[src/rtl/rv_plic_claim_ctrl.sv]
// Per-target PLIC claim/complete controller: it arbitrates the pending sources,
// drives the target interrupt, and returns one-hot claim/complete pulses to the gateways.
module rv_plic_claim_ctrl #(
   parameter int N_SOURCE = 32,
   parameter int PRIO_W   = 2,
   parameter int ID_W     = $clog2(N_SOURCE)
) (
   input  logic                       clk_i,
   input  logic                       rst_ni,
   input  logic [N_SOURCE-1:0]        ip_i,
   input  logic [N_SOURCE-1:0]        ie_i,
   input  logic [N_SOURCE*PRIO_W-1:0] prio_i,
   input  logic [PRIO_W-1:0]          threshold_i,
   input  logic                       claim_req_i,
   output logic                       claim_ack_o,
   output logic [ID_W-1:0]            claim_id_o,
   input  logic                       complete_we_i,
   input  logic [ID_W-1:0]            complete_id_i,
   output logic [N_SOURCE-1:0]        claim_o,
   output logic [N_SOURCE-1:0]        complete_o,
   output logic                       irq_o,
   output logic [ID_W-1:0]            irq_id_o
);

   typedef enum logic [1:0] {S_IDLE, S_ACK, S_WAIT} state_t;

   localparam logic [N_SOURCE-1:0] ONE_HOT_BASE = {{(N_SOURCE-1){1'b0}}, 1'b1};

   state_t              r_state;
   state_t              w_nextState;
   logic [ID_W-1:0]     r_claimed;
   logic                r_irq;
   logic [ID_W-1:0]     r_irqId;
   logic [N_SOURCE-1:0] r_complete;
   logic [ID_W-1:0]     w_winId;
   logic [PRIO_W-1:0]   w_winPrio;
   logic                w_completeValid;
   logic                w_unusedBits;

   // Source 0 is reserved, so its pending, enable and priority bits are never looked at.
   assign w_unusedBits = ^{ip_i[0], ie_i[0], prio_i[PRIO_W-1:0]};

   // Strict '>' on priority keeps the lowest ID on a tie; the captured ID is masked until IDLE.
   always_comb begin
      w_winId   = '0;
      w_winPrio = '0;
      for (int i = 1; i < N_SOURCE; i++) begin
         if (ip_i[i] && ie_i[i]
             && (prio_i[i*PRIO_W +: PRIO_W] > threshold_i)
             && !((r_state != S_IDLE) && (r_claimed == ID_W'(i)))
             && (prio_i[i*PRIO_W +: PRIO_W] > w_winPrio)) begin
            w_winPrio = prio_i[i*PRIO_W +: PRIO_W];
            w_winId   = ID_W'(i);
         end
      end
   end

   always_ff @(posedge clk_i or negedge rst_ni) begin
      if (!rst_ni) begin
         r_irq   <= 1'b0;
         r_irqId <= '0;
      end else begin
         r_irq   <= (w_winId != '0);
         r_irqId <= w_winId;
      end
   end

   always_ff @(posedge clk_i or negedge rst_ni) begin
      if (!rst_ni) begin
         r_state <= S_IDLE;
      end else begin
         r_state <= w_nextState;
      end
   end

   always_ff @(posedge clk_i or negedge rst_ni) begin
      if (!rst_ni) begin
         r_claimed <= '0;
      end else if ((r_state == S_IDLE) && claim_req_i) begin
         r_claimed <= r_irqId;
      end
   end

   always_comb begin
      w_nextState = r_state;
      case (r_state)
         S_IDLE:  if (claim_req_i) w_nextState = S_ACK;
         S_ACK:   w_nextState = S_WAIT;
         S_WAIT:  w_nextState = S_IDLE;
         default: w_nextState = S_IDLE;
      endcase
   end

   always_comb begin
      claim_ack_o = 1'b0;
      claim_id_o  = '0;
      claim_o     = '0;
      if (r_state == S_ACK) begin
         claim_ack_o = 1'b1;
         claim_id_o  = r_claimed;
         if (r_claimed != '0) begin
            claim_o = ONE_HOT_BASE << r_claimed;
         end
      end
   end

   // Completion runs beside the claim FSM; out-of-range IDs vanish without a pulse.
   assign w_completeValid = complete_we_i && (complete_id_i != '0)
                            && (32'(complete_id_i) < 32'(N_SOURCE));

   always_ff @(posedge clk_i or negedge rst_ni) begin
      if (!rst_ni) begin
         r_complete <= '0;
      end else if (w_completeValid) begin
         r_complete <= ONE_HOT_BASE << complete_id_i;
      end else begin
         r_complete <= '0;
      end
   end

   assign irq_o      = r_irq;
   assign irq_id_o   = r_irqId;
   assign complete_o = r_complete;

endmodule

[config.mk]
export PLATFORM = sky130hd
export DESIGN_NAME = rv_plic_claim_ctrl
export DESIGN_NICKNAME = d
export VERILOG_FILES = /design/src/rtl/rv_plic_claim_ctrl.sv
export SDC_FILE = /design/constraint.sdc
export NUM_CORES = 1
export LEC_CHECK = 0
export CORE_UTILIZATION = 40
export CTS_BUF_LIST = sky130_fd_sc_hd__clkbuf_4
export CTS_CLUSTER_DIAMETER = 30
export DETAILED_ROUTE_END_ITERATION = 16
export GPL_ROUTABILITY_DRIVEN = 0
export PLACE_DENSITY = 0.8
export SETUP_SLACK_MARGIN = 0.5
export SYNTH_ARGS = -nofsm -noshare
export SYNTH_HDL_FRONTEND = slang
export SYNTH_SLANG_ARGS = --single-unit
[constraint.sdc]
create_clock -name clk_i -period 45.8 [get_ports clk_i]
set_input_delay 6.87 -clock clk_i [delete_from_list [all_inputs] [get_ports clk_i]]
set_output_delay 6.87 -clock clk_i [all_outputs]
set_load 0.005 [all_outputs]
==> results.md, run 1 <==
- Hold Path Class: register to register
- Leakage: between 3 and 4 nW
- Worst flop-to-flop path endpoint: irq_o
- Max Clock Skew: 0.006720 ns
- GRT Overall Usage: 0.2415
- Top-Level Pins: ~220
- Max Clk Rate: 23.11 MHz
- Vias in the first global route: 6321
- Max IR drop VDD: ~0.021 mV
- RSZ-0062 raised after global routing: no
- Initial core utilization: 0.4127
- Distinct cells, synth: 73
- Placed insts: 1182
- CP most frequent cell: nor2_1
- # clock sinks: 45
- Clock Power Share: 0.083
- Commonest cells after routing, fill and taps aside: 208 x clkdlybuf4s50_1, 144 x nor2_1, 95 x ha_1
- Sequential area share after synthesis: 0.1870
- Post-Syn Area: roughly 0.006 sq mm
- Worst setup slack after layout: between 2 and 3 ns
- Port Buffer Count: 209
- Pin count of the biggest net entering global routing: between 40 and 50
- Fin util: 0.5845
- Placement row count: 44
- Leading cell type in the layout, fill and taps excluded: clkdlybuf4s50_1
- Fin cells: between 1000 and 1500
- Hold buffer count at cts: 0
- R2R setup slack: about 9.0 ns
- Number of diodes: 0
- Layout area overhead: 41.63%
- DRT iter0 DRCs: approximately 440
- Clock transition at path regs: around 0.12 ns
- Syn Inst Count: approximately 800
- Worst-path maximum fanout: 7
- Sw Share: 0.4562
- Crit path launch type: input pin
- Buf+Inv Stages, Crit Path: 9
- Worst EP required: 46.02 ns
- Number of flops mapped to enable cells by yosys: 0
- Delay-heaviest family, CP: adder cells
- Net switching power: 0.1038 mW
- Internal: roughly 0.12 mW
- First-pass GRT wire length: ~31 mm
- Via count: slightly below 7000
- Slew headroom: 0.1664
- Seq pwr share: 0.244
- Clk Tree Root Cell: clkbuf_4
- Worst r2r path cells: approximately 190
- Critical-path top delay cell: clkdlybuf4s50_1
- Max stage delay on crit path: between 0.6 and 0.7 ns
- Max-Cap Viols: 0
- Initial antenna violation count: 0
- CP endpoint kind: register
- Drt total wl: 19.72 mm
- Period utilization: 0.9447
- Status: completed
- Mean Syn Cell Area: roughly 7.6 sq um
- # DRC: 0
- Layout cells sized above 1: 0.07016
- Pwr dens: between 20 and 30 mW/mm^2
- Yosys warning count: 0
- Fin. max-slew vios: 0
- Worst R2R Start: r_claimed[0]
- WS Path Type: input pin to register
- CTS tree: done
- Total congestion overflow: 0
- Clock buffer depth: 2
- Combinational share of power: 0.673
- DRT Pass-1 Iters: 5
- Fin crit period: roughly 43 ns
- Number of synthesized register bits: 45
- Critical Path AT: between 40 and 50 ns
- Final hold vios: 0
- Final ANT Viol Nets: 0
- Number of cells on the critical path: 196
- DP Worst Slack: about 0.74 ns
- Top_reg_cell synth: dfrtp_1
- Worst skew pair latency: 0.35 ns
- Core area: between 0.01 and 0.015 sq mm
- Crit path from: threshold_i[0]
- H-tree Lvls: 2
- Setup TNS: 0 ns
- Die X: between 100 and 150 um
- Post-DP HPWL: 16.02 mm
- Die Ht: roughly 120 um
- CP Capture Point: irq_o
- TritonCTS buffer count: 5
- Wire length per cell: roughly 16 um
- Final net count: 1245
- Final setup fails: 0
- FFs w/ async S/R, synth: 1.000
- Die area: 0.01555 sq mm
- Vias/cell: roughly 5.6
- Worst slew pin tran: 1.219 ns
## timing repair
item                       in CTS  in global routing
gates resized for setup         0                 24
setup endpoints to repair       0                  6
hold endpoints to repair        0                  0
setup buffers                   0                  6
## synthesized netlist by cell type, drive strengths merged, types with 8 or more instances
cell type,number,area share
nor2,146,0.091
ha,95,0.20
nand2,92,0.057
inv,69,0.043
dfrtp,45,0.19
a21oi,43,0.036
a2111oi,24,0.037
and2,20,0.021
nand3,16,0.014
nor3,16,0.013
nor2b,13,0.014
o21ai,13,0.011
o2111ai,12,0.018
maj3,11,0.018
a22oi,10,0.012
mux2,9,0.017
or2,9,0.0094
and3,8,0.0091
buf,8,0.0075
nand2b,8,0.0083
nor3b,8,0.010
## state kept, by name (all words and copies together) (netlist names)
signal,count
r_state,2
irq_id_o,5
complete_o,32
irq_o,1
r_claimed,5
## worst min path at each step
stage	start	to	slack, ns	depth (start not counted)
final	r_state[1]	r_state[1]	0.54	1
after global routing	r_state[1]	r_state[1]	0.56	1
after global placement	r_state[1]	r_state[1]	0.51	1
after detailed placement	irq_id_o[3]	r_claimed[3]	0.52	1
after floorplan	r_state[1]	r_state[1]	0.49	1
after CTS	r_state[1]	r_state[1]	0.54	1
## worst reg2reg max path: cells and delay by family, from the launching register on
| family | cells | cell delay [ns] |
|---|---|---|
| AND/OR/NAND/NOR | 86 | 11.97 |
| adder cells (fa/ha/maj) | 40 | 11.25 |
| AO/OA/AOI/OAI | 55 | 10.28 |
| multiplexers | 5 | 1.74 |
| buffers and inverters | 8 | 0.80 |
| flip-flops | 1 | 0.65 |
## logic make-up (layout without fill, tap and decap cells)
group / Yosys count / after routing / share of synthesized area
simple gates: 383 / 383 / 0.3173
compound gates: 169 / 169 / 0.2072
fa+ha+maj: 106 / 106 / 0.2157
buf+inv: 82 / 297 / 0.05361
flops: 45 / 45 / 0.1870
mux: 10 / 10 / 0.01850
other cells: 1 / 2 / 0.0006228
## through the flow
stage / hold slack (ns) / power [mW] / area (sq um)
2_1_floorplan: 0.4860 / 0.1489 / 6025
5_1_grt: 0.5648 / 0.2477 / 8527
4_1_cts: 0.5388 / 0.2220 / 8376
3_5_place_dp: 0.5167 / 0.2017 / 8315
6_report: 0.5404 / 0.2276 / 8527
3_3_place_gp: 0.5072 / 0.1984 / 8315
## routing by layer
layer | GRT usage | share of wire
met5 | 0 | 0
met4 | 0.07158 | 0.027
met3 | 0.07388 | 0.10
met2 | 0.4283 | 0.48
met1 | 0.2759 | 0.40
## power by group through the flow
stage / clock, mW / sequential, mW / combinational [mW]
after floorplan: 0 / 0.0509 / 0.0981
final: 0.0190 / 0.0555 / 0.153
after detailed placement: 0 / 0.0562 / 0.146
after CTS: 0.0198 / 0.0554 / 0.147
after global placement: 0 / 0.0561 / 0.142
after global routing: 0.0210 / 0.0572 / 0.169
## area by class of cell
type	count	area, sq um
Clock buffer	6	45.04
Timing Repair Buffer	220	2170
Tap cell	184	230.2
Fill cell	1324	6062
Sequential cell	45	1126
Multi-Input combinational cell	670	4682
Inverter	69	259.0
Clock inverter	2	15.01
Note: power is estimated with default switching activity, not from simulation.
==> run 2: changes to the inputs <==
SKIP_CTS_REPAIR_TIMING = 1   (was default)
==> results of run 2 <==
Same layout as run 1: the final DEF is identical, and so are final timing and power.
==> run 3: changes to the inputs <==
GPL_TIMING_DRIVEN = 0   (was default)
==> run 3 against run 2 <==
- worst setup slack improved by 0.27 ns
- flip-flop and latch count did not move
- clock skew fell by 0.0051 ns
- clock power barely moved
- critical path depth did not move
- sequential share of layout area fell by 0.22 points
- sequential power fell by 4.9%
- cell count rose by 1.7%
- critical endpoint unchanged
==> results.md, run 3 (synthesis gave the netlist of run 1 again) <==
- Final non-filler cell area: about 0.0087 sq mm
- CP Capture Point: irq_o
- Worst-path maximum fanout: 31
- Drt total wl: slightly below 20 mm
- # clock sinks: 45
- Final hold vios: 0
- Fin cells: 1216
- Max reg flops: 32
- Worst flop-to-flop path endpoint: irq_o
- Initial antenna violation count: 1
- Fin. max-slew vios: 0
- WS Path Type: input pin to register
- Pin count of the biggest net entering global routing: 33
- Final Power: 0.2335 mW
- Final setup fails: 0
- Fillcell total: approximately 1300
- RSZ-0062 raised after global routing: no
- Buf+Inv Stages, Crit Path: 11
- Number of cells on the critical path: between 150 and 200
- Max Clk Rate: 23.26 MHz
- Vias in the first global route: 6191
- Status: completed
- Worst slew pin tran: 1.279 ns
- Top-Level Pins: around 220
- Setup TNS: 0 ns
- Placed insts: roughly 1200
- Hold Path Class: register to register
- Worst R2R Start: r_state[1]
- Leading cell type in the layout, fill and taps excluded: clkdlybuf4s50_1
- Die X: 124.7 um
- Post-DP HPWL: approximately 16 mm
- Vias/cell: approximately 5.6
- CP most frequent cell: nor2_1
- Delay-heaviest family, CP: adder cells
- Layout cells sized above 1: 0.08826
- Critical-path top delay cell: buf_2
- Port Buffer Count: 208
- Fin util: 0.5943
- Crit path from: threshold_i[0]
- Final ANT Viol Nets: 0
- Worst skew pair latency: between 0.3 and 0.4 ns
- GRT Overall Usage: 0.2421
- Leakage: 3.827 nW
- DP Worst Slack: -0.3594 ns
- TritonCTS buffer count: 5
- Period utilization: 0.9387
- Max-Cap Viols: 0
- Clock transition at path regs: 0.12 ns
- # DRC: 0
- DRT Pass-1 Iters: 5
- Commonest cells after routing, fill and taps aside: 205 x clkdlybuf4s50_1, 144 x nor2_1, 95 x ha_1
- Placement row count: 44
- Max IR drop VDD: 0.01656 mV
- Slew headroom: 0.1255
- Clk Tree Root Cell: clkbuf_4
- First-pass GRT wire length: between 30 and 40 mm
- Pwr dens: approximately 27 mW/mm^2
- R2R setup slack: 9.34 ns
- Fin crit period: about 43 ns
- Worst setup slack after layout: between 2 and 3 ns
- DRT iter0 DRCs: between 400 and 500
- Initial core utilization: 0.4127
- Wire length per cell: around 16 um
- Crit path launch type: input pin
- Total congestion overflow: 0
- Die area: between 0.015 and 0.02 sq mm
- Hold Slack: ~0.53 ns
- Layout area overhead: 43.99%
- H-tree Lvls: 2
- Max stage delay on crit path: around 0.62 ns
- Placed cell areas: between 0.008 and 0.009 sq mm
- CTS tree: done
- Critical Path AT: 43.21 ns
- Clock buffer depth: 2
- Max Clock Skew: around 0.0016 ns
- Die Ht: between 100 and 150 um
- CP endpoint kind: register
- Final net count: 1264
- Via count: 6779
- Worst r2r path cells: 193
- Core area: about 0.015 sq mm
- Worst EP required: around 46 ns
-- run 3: cell count changes in the layout (fill, tap and decap cells not counted), sizes merged --
| cell | delta |
|---|---|
| buf | +15 |
| clkbuf | +5 |
| clkdlybuf4s50 | -3 |
| clkinvlp | +2 |
| diode | +1 |
| dlymetal6s2s | +1 |
| inv | -1 |
-- run 3: worst min-delay path by stage --
stage | start | cells after the start | endpoint
after CTS | irq_id_o[3] | 1 | r_claimed[3]
after floorplan | r_state[1] | 1 | r_state[1]
after global placement | irq_id_o[3] | 1 | r_claimed[3]
after detailed placement | irq_id_o[3] | 1 | r_claimed[3]
after global routing | r_state[1] | 1 | r_state[1]
final | irq_id_o[3] | 1 | r_claimed[3]
-- run 3: cell type report --
cell class,instances,area [sq um],share of cell area
antenna,1,2.502,0.0002886
buffer,13,63.81,0.007360
clock buffer,6,45.04,0.005196
clock inverter,2,15.01,0.001732
inverter,69,262.8,0.03031
multi-input combinational,670,4705,0.5426
sequential,45,1126,0.1299
tap,184,230.2,0.02656
timing repair buffer,225,2215,0.2554
timing repair inverter,1,5.005,0.0005773
-- run 3: worst register-to-register path, delay by kind of cell, from the launching register on --
kind	cells	cell delay [ns]
flops	1	0.45
fa+ha+maj	40	11.31
compound gates	57	10.29
simple gates	82	11.61
mux	5	1.65
buf+inv	9	1.03
-- run 3: routing by layer --
layer	global-route usage	vias up	wire length [um]
li1	-	3367	-
met1	0.2898	3132	7994
met2	0.4316	257	9565
met3	0.06615	23	2014
met4	0.04465	0	204
met5	0	-	0
-- run 3: report_power, final --
group,internal [mW],total [mW],leakage (nW),switching [mW]
registers,0.0452,0.0528,0.598,0.00760
logic,0.0753,0.162,3.20,0.0864
clock network,0.00660,0.0190,0.0279,0.0124
